[src/rtl/led_pkg.sv]
// Shared widths, codes and mode sequencing helpers for the LED mode controller
// and the mode engines it drives.
package led_pkg;

   localparam int LED_W      = 18;
   localparam int STATE_W    = 3;
   localparam int MODE_W     = 2;
   localparam int MODE_COUNT = 3;

   localparam logic [STATE_W-1:0] FIRST_STATE = 3'b000;

   typedef enum logic [MODE_W-1:0] {
      MODE_0 = 2'd0,
      MODE_1 = 2'd1,
      MODE_2 = 2'd2
   } mode_t;

   function automatic mode_t next_mode(input mode_t m);
      case (m)
         MODE_0:  return MODE_1;
         MODE_1:  return MODE_2;
         default: return MODE_0;
      endcase
   endfunction

   function automatic logic [MODE_COUNT-1:0] mode_onehot(input mode_t m);
      case (m)
         MODE_0:  return 3'b001;
         MODE_1:  return 3'b010;
         default: return 3'b100;
      endcase
   endfunction

endpackage

[src/rtl/btn_debounce.sv]
// Two-flop synchronizer plus stability filter for the mode button; emits a
// one-cycle press pulse on each accepted 0-to-1 level change.
module btn_debounce #(
   parameter int DEBOUNCE = 500000
) (
   input  logic clk,
   input  logic RESET,
   input  logic BTN,
   output logic press
);

   localparam int DW = $clog2(DEBOUNCE) + 1;
   localparam logic [DW-1:0] DEB_LAST = DW'(DEBOUNCE - 1);

   logic          sync_a;
   logic          sync_b;
   logic          level;
   logic [DW-1:0] deb_cnt;
   logic          primed;
   logic          armed;

   // A press only counts once the button has been seen released after reset,
   // so a button held through reset does not switch modes on its own.
   always_ff @(posedge clk) begin
      if (RESET) begin
         sync_a  <= 1'b0;
         sync_b  <= 1'b0;
         level   <= 1'b0;
         deb_cnt <= '0;
         primed  <= 1'b0;
         armed   <= 1'b0;
         press   <= 1'b0;
      end else begin
         sync_a <= BTN;
         sync_b <= sync_a;
         primed <= 1'b1;
         press  <= 1'b0;
         if (primed && !sync_a && !sync_b)
            armed <= 1'b1;
         if (sync_b == level) begin
            deb_cnt <= '0;
         end else if (deb_cnt == DEB_LAST) begin
            deb_cnt <= '0;
            level   <= sync_b;
            press   <= sync_b & armed;
         end else begin
            deb_cnt <= deb_cnt + DW'(1);
         end
      end
   end

endmodule

[src/rtl/mode_controller.sv]
// Mode selector: divided PULSE clock, debounced mode button, one-hot engine
// enables and LED mux. Optional macro MODE_CLEAN_SWITCH_EN defers switches.
//
// state  | meaning
// MODE_0 | engine 1 enabled, LEDR shows LEDr1
// MODE_1 | engine 2 enabled, LEDR shows LEDr2
// MODE_2 | engine 3 enabled, LEDR shows LEDr3
module mode_controller
   import led_pkg::*;
#(
   parameter int DIV      = 25000000,
   parameter int DEBOUNCE = 500000
) (
   input  logic               clk,
   input  logic               RESET,
   input  logic               BTN,
   input  logic [STATE_W-1:0] state1,
   input  logic [STATE_W-1:0] state2,
   input  logic [STATE_W-1:0] state3,
   input  logic [LED_W-1:0]   LEDr1,
   input  logic [LED_W-1:0]   LEDr2,
   input  logic [LED_W-1:0]   LEDr3,
   output logic               PULSE,
   output logic               MODE1_ON,
   output logic               MODE2_ON,
   output logic               MODE3_ON,
   output logic [LED_W-1:0]   LEDR,
   output logic [MODE_W-1:0]  MODE,
   output logic               PENDING
);

   localparam int CW = (DIV > 1) ? $clog2(DIV) : 1;
   localparam logic [CW-1:0] DIV_LAST = CW'(DIV - 1);
   localparam logic [CW-1:0] DIV_HALF = CW'(DIV / 2);

   logic [CW-1:0]         div_cnt;
   logic [CW-1:0]         div_nxt;
   mode_t                 mode_q;
   logic [MODE_COUNT-1:0] mode_on;
   logic [STATE_W-1:0]    active_state;
   logic                  press;
   logic                  switch_ok;
   logic                  apply;

   btn_debounce #(
      .DEBOUNCE (DEBOUNCE)
   ) u_btn_debounce (
      .clk   (clk),
      .RESET (RESET),
      .BTN   (BTN),
      .press (press)
   );

   always_comb begin
      div_nxt = (div_cnt == DIV_LAST) ? '0 : div_cnt + CW'(1);
   end

   always_comb begin
      LEDR         = LEDr1;
      active_state = state1;
      case (mode_q)
         MODE_1: begin
            LEDR         = LEDr2;
            active_state = state2;
         end
         MODE_2: begin
            LEDR         = LEDr3;
            active_state = state3;
         end
         default: begin
            LEDR         = LEDr1;
            active_state = state1;
         end
      endcase
   end

`ifdef MODE_CLEAN_SWITCH_EN
   // Switch only at the end of a PULSE period with the engine parked in its
   // first state, so the next engine starts from a clean boundary.
   assign switch_ok = (div_cnt == DIV_LAST) && (active_state == FIRST_STATE);
`else
   logic unused_state;
   assign unused_state = ^active_state;
   assign switch_ok    = 1'b1;
`endif

   assign apply = PENDING & switch_ok;

   // PULSE is computed from the next count so it tracks the counter value held.
   always_ff @(posedge clk) begin
      if (RESET) begin
         div_cnt <= '0;
         PULSE   <= 1'b0;
         mode_q  <= MODE_0;
         mode_on <= 3'b001;
         PENDING <= 1'b0;
      end else begin
         div_cnt <= div_nxt;
         PULSE   <= (div_nxt >= DIV_HALF);
         if (apply) begin
            mode_q  <= next_mode(mode_q);
            mode_on <= mode_onehot(next_mode(mode_q));
            PENDING <= 1'b0;
         end else if (press) begin
            PENDING <= 1'b1;
         end
      end
   end

   assign MODE     = mode_q;
   assign MODE1_ON = mode_on[0];
   assign MODE2_ON = mode_on[1];
   assign MODE3_ON = mode_on[2];

endmodule

[config.mk]
export PLATFORM = sky130hd
export DESIGN_NAME = mode_controller
export DESIGN_NICKNAME = d
export VERILOG_FILES = /design/src/rtl/led_pkg.sv /design/src/rtl/btn_debounce.sv /design/src/rtl/mode_controller.sv
export SDC_FILE = /design/constraint.sdc
export NUM_CORES = 1
export LEC_CHECK = 0
export ABC_AREA = 1
export ABC_CLOCK_PERIOD_IN_PS = 2700
export CAP_MARGIN = 20
export CELL_PAD_IN_SITES_DETAIL_PLACEMENT = 1
export CELL_PAD_IN_SITES_GLOBAL_PLACEMENT = 1
export CORE_AREA = 2 2 102 104
export DETAILED_ROUTE_END_ITERATION = 10
export DIE_AREA = 0 0 104 106
export GPL_TIMING_DRIVEN = 0
export HOLD_SLACK_MARGIN = 0.15
export PLACE_DENSITY = 0.91
export RECOVER_POWER = 100
export SYNTH_ARGS = -nofsm -noshare
export SYNTH_HDL_FRONTEND = slang
export SYNTH_SLANG_ARGS = --single-unit
[constraint.sdc]
create_clock -name clk -period 2.7 [get_ports clk]
set_input_delay 0.675 -clock clk [delete_from_list [all_inputs] [get_ports clk]]
set_output_delay 0.675 -clock clk [all_outputs]
set_load 0.01 [all_outputs]
==> impl_metrics.csv <==
group,metric,value,unit
status,status,"complete, no violations",
cells_and_area,finalNetCount,717,
detailed_routing,first_pass_iters,6,
place,placement.cell_area,0.004481,mm²
global_routing,grt_pass1_vias,4098,
global_routing,antenna_found_initial,0,
detailed_routing,vias,3912,
detailed_routing,drt_iter0_markers,117,
cells_and_area,final_cell_area,0.004607,mm²
detailed_routing,drt-total-wl,11100,µm
floorplan,dieArea,0.01102,mm²
logic_synthesis,syn_avg_cell_area,6.272,µm²
sta,min_period,2.603,ns
floorplan,die_y,106,µm
cts,cts-root-buf,"clkbuf_8",
sta,fin_tns_setup,0,ns
place,gp_congestion,0.8447,
logic_synthesis,synthMuxAreaShare,0,%
global_routing,grt-ovfl-total,0,
power_and_ir_drop,finalPower,1.476,mW
sta,slew_violations,0,
floorplan,row_count,37,
sta,hold_viol,0,
logic_synthesis,synth_top_family_by_area,"simple AND/OR/NAND/NOR gates",
logic_synthesis,synth_xor_area_share,3.253,%
cells_and_area,antenna_cells,0,
logic_synthesis,seq_area_frac_synth,32.03,%
cts,clk_pin_slew_worst_paths,0.10,ns
global_routing,grt_pass1_wl,18660,µm
place,place_hpwl,9132,µm
place,numPortBuffers,81,
floorplan,start_util,35.00,%
logic_synthesis,synth-simple-area-share,45.55,%
logic_synthesis,synth-seq-cells,56,
floorplan,ios,91,
cts,clock_latency,0.33,ns
place,dpl_worst_slack,-0.5208,ns
floorplan,fp.dieW,104,µm
sta,fin_crit_sh,96.40,%
logic_synthesis,synth_area,0.003500,mm²
logic_synthesis,yosysWarnings,0,
cts,cts_tree,"yes",
logic_synthesis,synthAdderAreaFrac,2.145,%
global_routing,grt_max_degree,18,
power_and_ir_drop,leakage,1.754,nW
power_and_ir_drop,peakVddDrop,0.1970,mV
critical_path,crit_fanout,10,
cts,cts_buffers,5,
sta,setup_violations,0,
cts,htreeDepth,2,
detailed_routing,drc,0,
cells_and_area,final_cell_mix,"nand2_1 (149), nor2_1 (110), inv_1 (59)",
cts,cts_buffer_depth,2,
cells_and_area,drive_above_1_share,8.514,%
logic_synthesis,synth-compound-area-share,8.044,%
detailed_routing,viasPerCell,5.003,
cells_and_area,area_growth,31.64,%
detailed_routing,routedWlPerCell,14.19,µm
logic_synthesis,synth_fp_nets,630,
cells_and_area,mostFrequentLayoutCell,"nand2_1",
sta,max_freq,384.2,MHz
critical_path,cp-start-kind,"flop",
sta,fin_ws,0.09717,ns
min_path,hold_path_class,"reg -> reg",
logic_synthesis,syn_inst,558,
floorplan,core,0.01000,mm²
detailed_routing,postRouteAntennaNets,0,
global_routing,track_usage,20.39,%
power_and_ir_drop,power_density,320.3,mW/mm²
cts,postCtsHoldBufs,0,
sta,rsz0062_at_grt,"false",
sta,slew_headroom,65.50,%
sta,worst_pin_slew,0.5175,ns
cts,numClockSinks,56,
logic_synthesis,synth.distinct_cells,34,
critical_path,worstSetupPathType,"reg -> out",
job,drv_cap,0,
critical_path,cp.required,2.03,ns
sta,hold-worst-slack,0.4434,ns
sta,fin_skew,0.009469,ns
critical_path,arrival,1.93,ns
critical_path,cp-end-kind,"primary output",
## cells by family (layout without fill, tap and decap cells)
group | after synthesis | after routing
simple gates | 355 | 355
buf+inv | 81 | 169
flops | 56 | 56
compound gates | 47 | 47
xor+xnor | 13 | 13
fa+ha+maj | 6 | 6
## flip-flops by register name, summed over array words and instances (netlist names)
signal and flops:
u_btn_debounce.sync_a 1, PULSE 1, u_btn_debounce.sync_b 1, mode_on 1, u_btn_debounce.primed 1, u_btn_debounce.armed 1
u_btn_debounce.level 1, div_cnt 25, u_btn_debounce.press 1, MODE 2, PENDING 1, u_btn_debounce.deb_cnt 20
## cell usage after synthesis, drive strengths merged
cell    count  area (µm²)
nand3b      1       7.510
nor4        4       31.28
buf         3       20.01
xnor2       1       8.760
o21bai      3       22.52
nand3      37       190.2
ha          6       75.07
nand2     156       620.6
a21oi      11       55.05
nor3       19       105.1
a31oi      19       118.9
nor2      124       544.3
a21boi      1       7.510
nor3b       6       45.04
xor2       12       105.1
dfxtp      56        1121
inv        64       240.2
nand4       8       50.05
o31ai       1       7.510
o21a        4       30.03
clkinv      2       7.510
clkbuf     12       46.29
o21ai       8       40.04
## cell type report
type                    instances  area (µm²)
clock inverters                 2       16.27
clock buffers                   6       72.57
multi-input cells             421        2096
inverters                      66       247.7
plain buffers                  12       66.31
repair buffers                 83       809.5
fillers                      1359        5393
flip-flops and latches         56        1129
well taps                     136       170.2
## stage by stage
stage	util, %	cells
floorplan	-	558
global placement	44.81	775
detailed placement	44.81	775
CTS	46.22	782
global route	46.07	782
finish	46.07	782
## layer usage
layer | up-vias | global-route usage [%] | share of wire (%)
met5 | - | 0 | 0
met4 | 0 | 7.432 | 2.6
met3 | 21 | 4.844 | 5.8
met2 | 94 | 38.91 | 51
met1 | 1857 | 21.75 | 41
li1 | 1940 | - | -
## final timing paths
check | startpoint | endpoint | slack [ns] | cells after the start
hold reg to reg | PENDING$_SDFF_PP0_ | PENDING$_SDFF_PP0_ | 0.44 | 1
setup / recovery | MODE[0]$_SDFFE_PP0P_ | LEDR[10] | 0.1 | 6
setup reg to reg | div_cnt[0]$_SDFF_PP0_ | PULSE$_SDFF_PP0_ | 0.26 | 13
hold / removal | PENDING$_SDFF_PP0_ | PENDING$_SDFF_PP0_ | 0.44 | 1
## critical path, cell delays in order, from the launching register on
cell           delay [ns]
dfxtp_4              0.39
inv_2                0.12
ha_4                 0.22
clkbuf_4             0.22
nand2_1              0.08
a31oi_2              0.26
dlygate4sd2_1        0.31
## report_power, final
part           total [mW]  internal (mW)  switching, mW
Combinational       0.155         0.0986         0.0562
Clock               0.484          0.186          0.299
Sequential          0.836          0.831        0.00538
Total                1.48           1.12          0.360
## repair_timing
action                                  CTS  global route
endpoints found under the setup margin   18             3
gates resized for setup                  38             3
setup buffers                             2             0
pin swaps                                 1             0
Power figures use the tool's default switching activity.
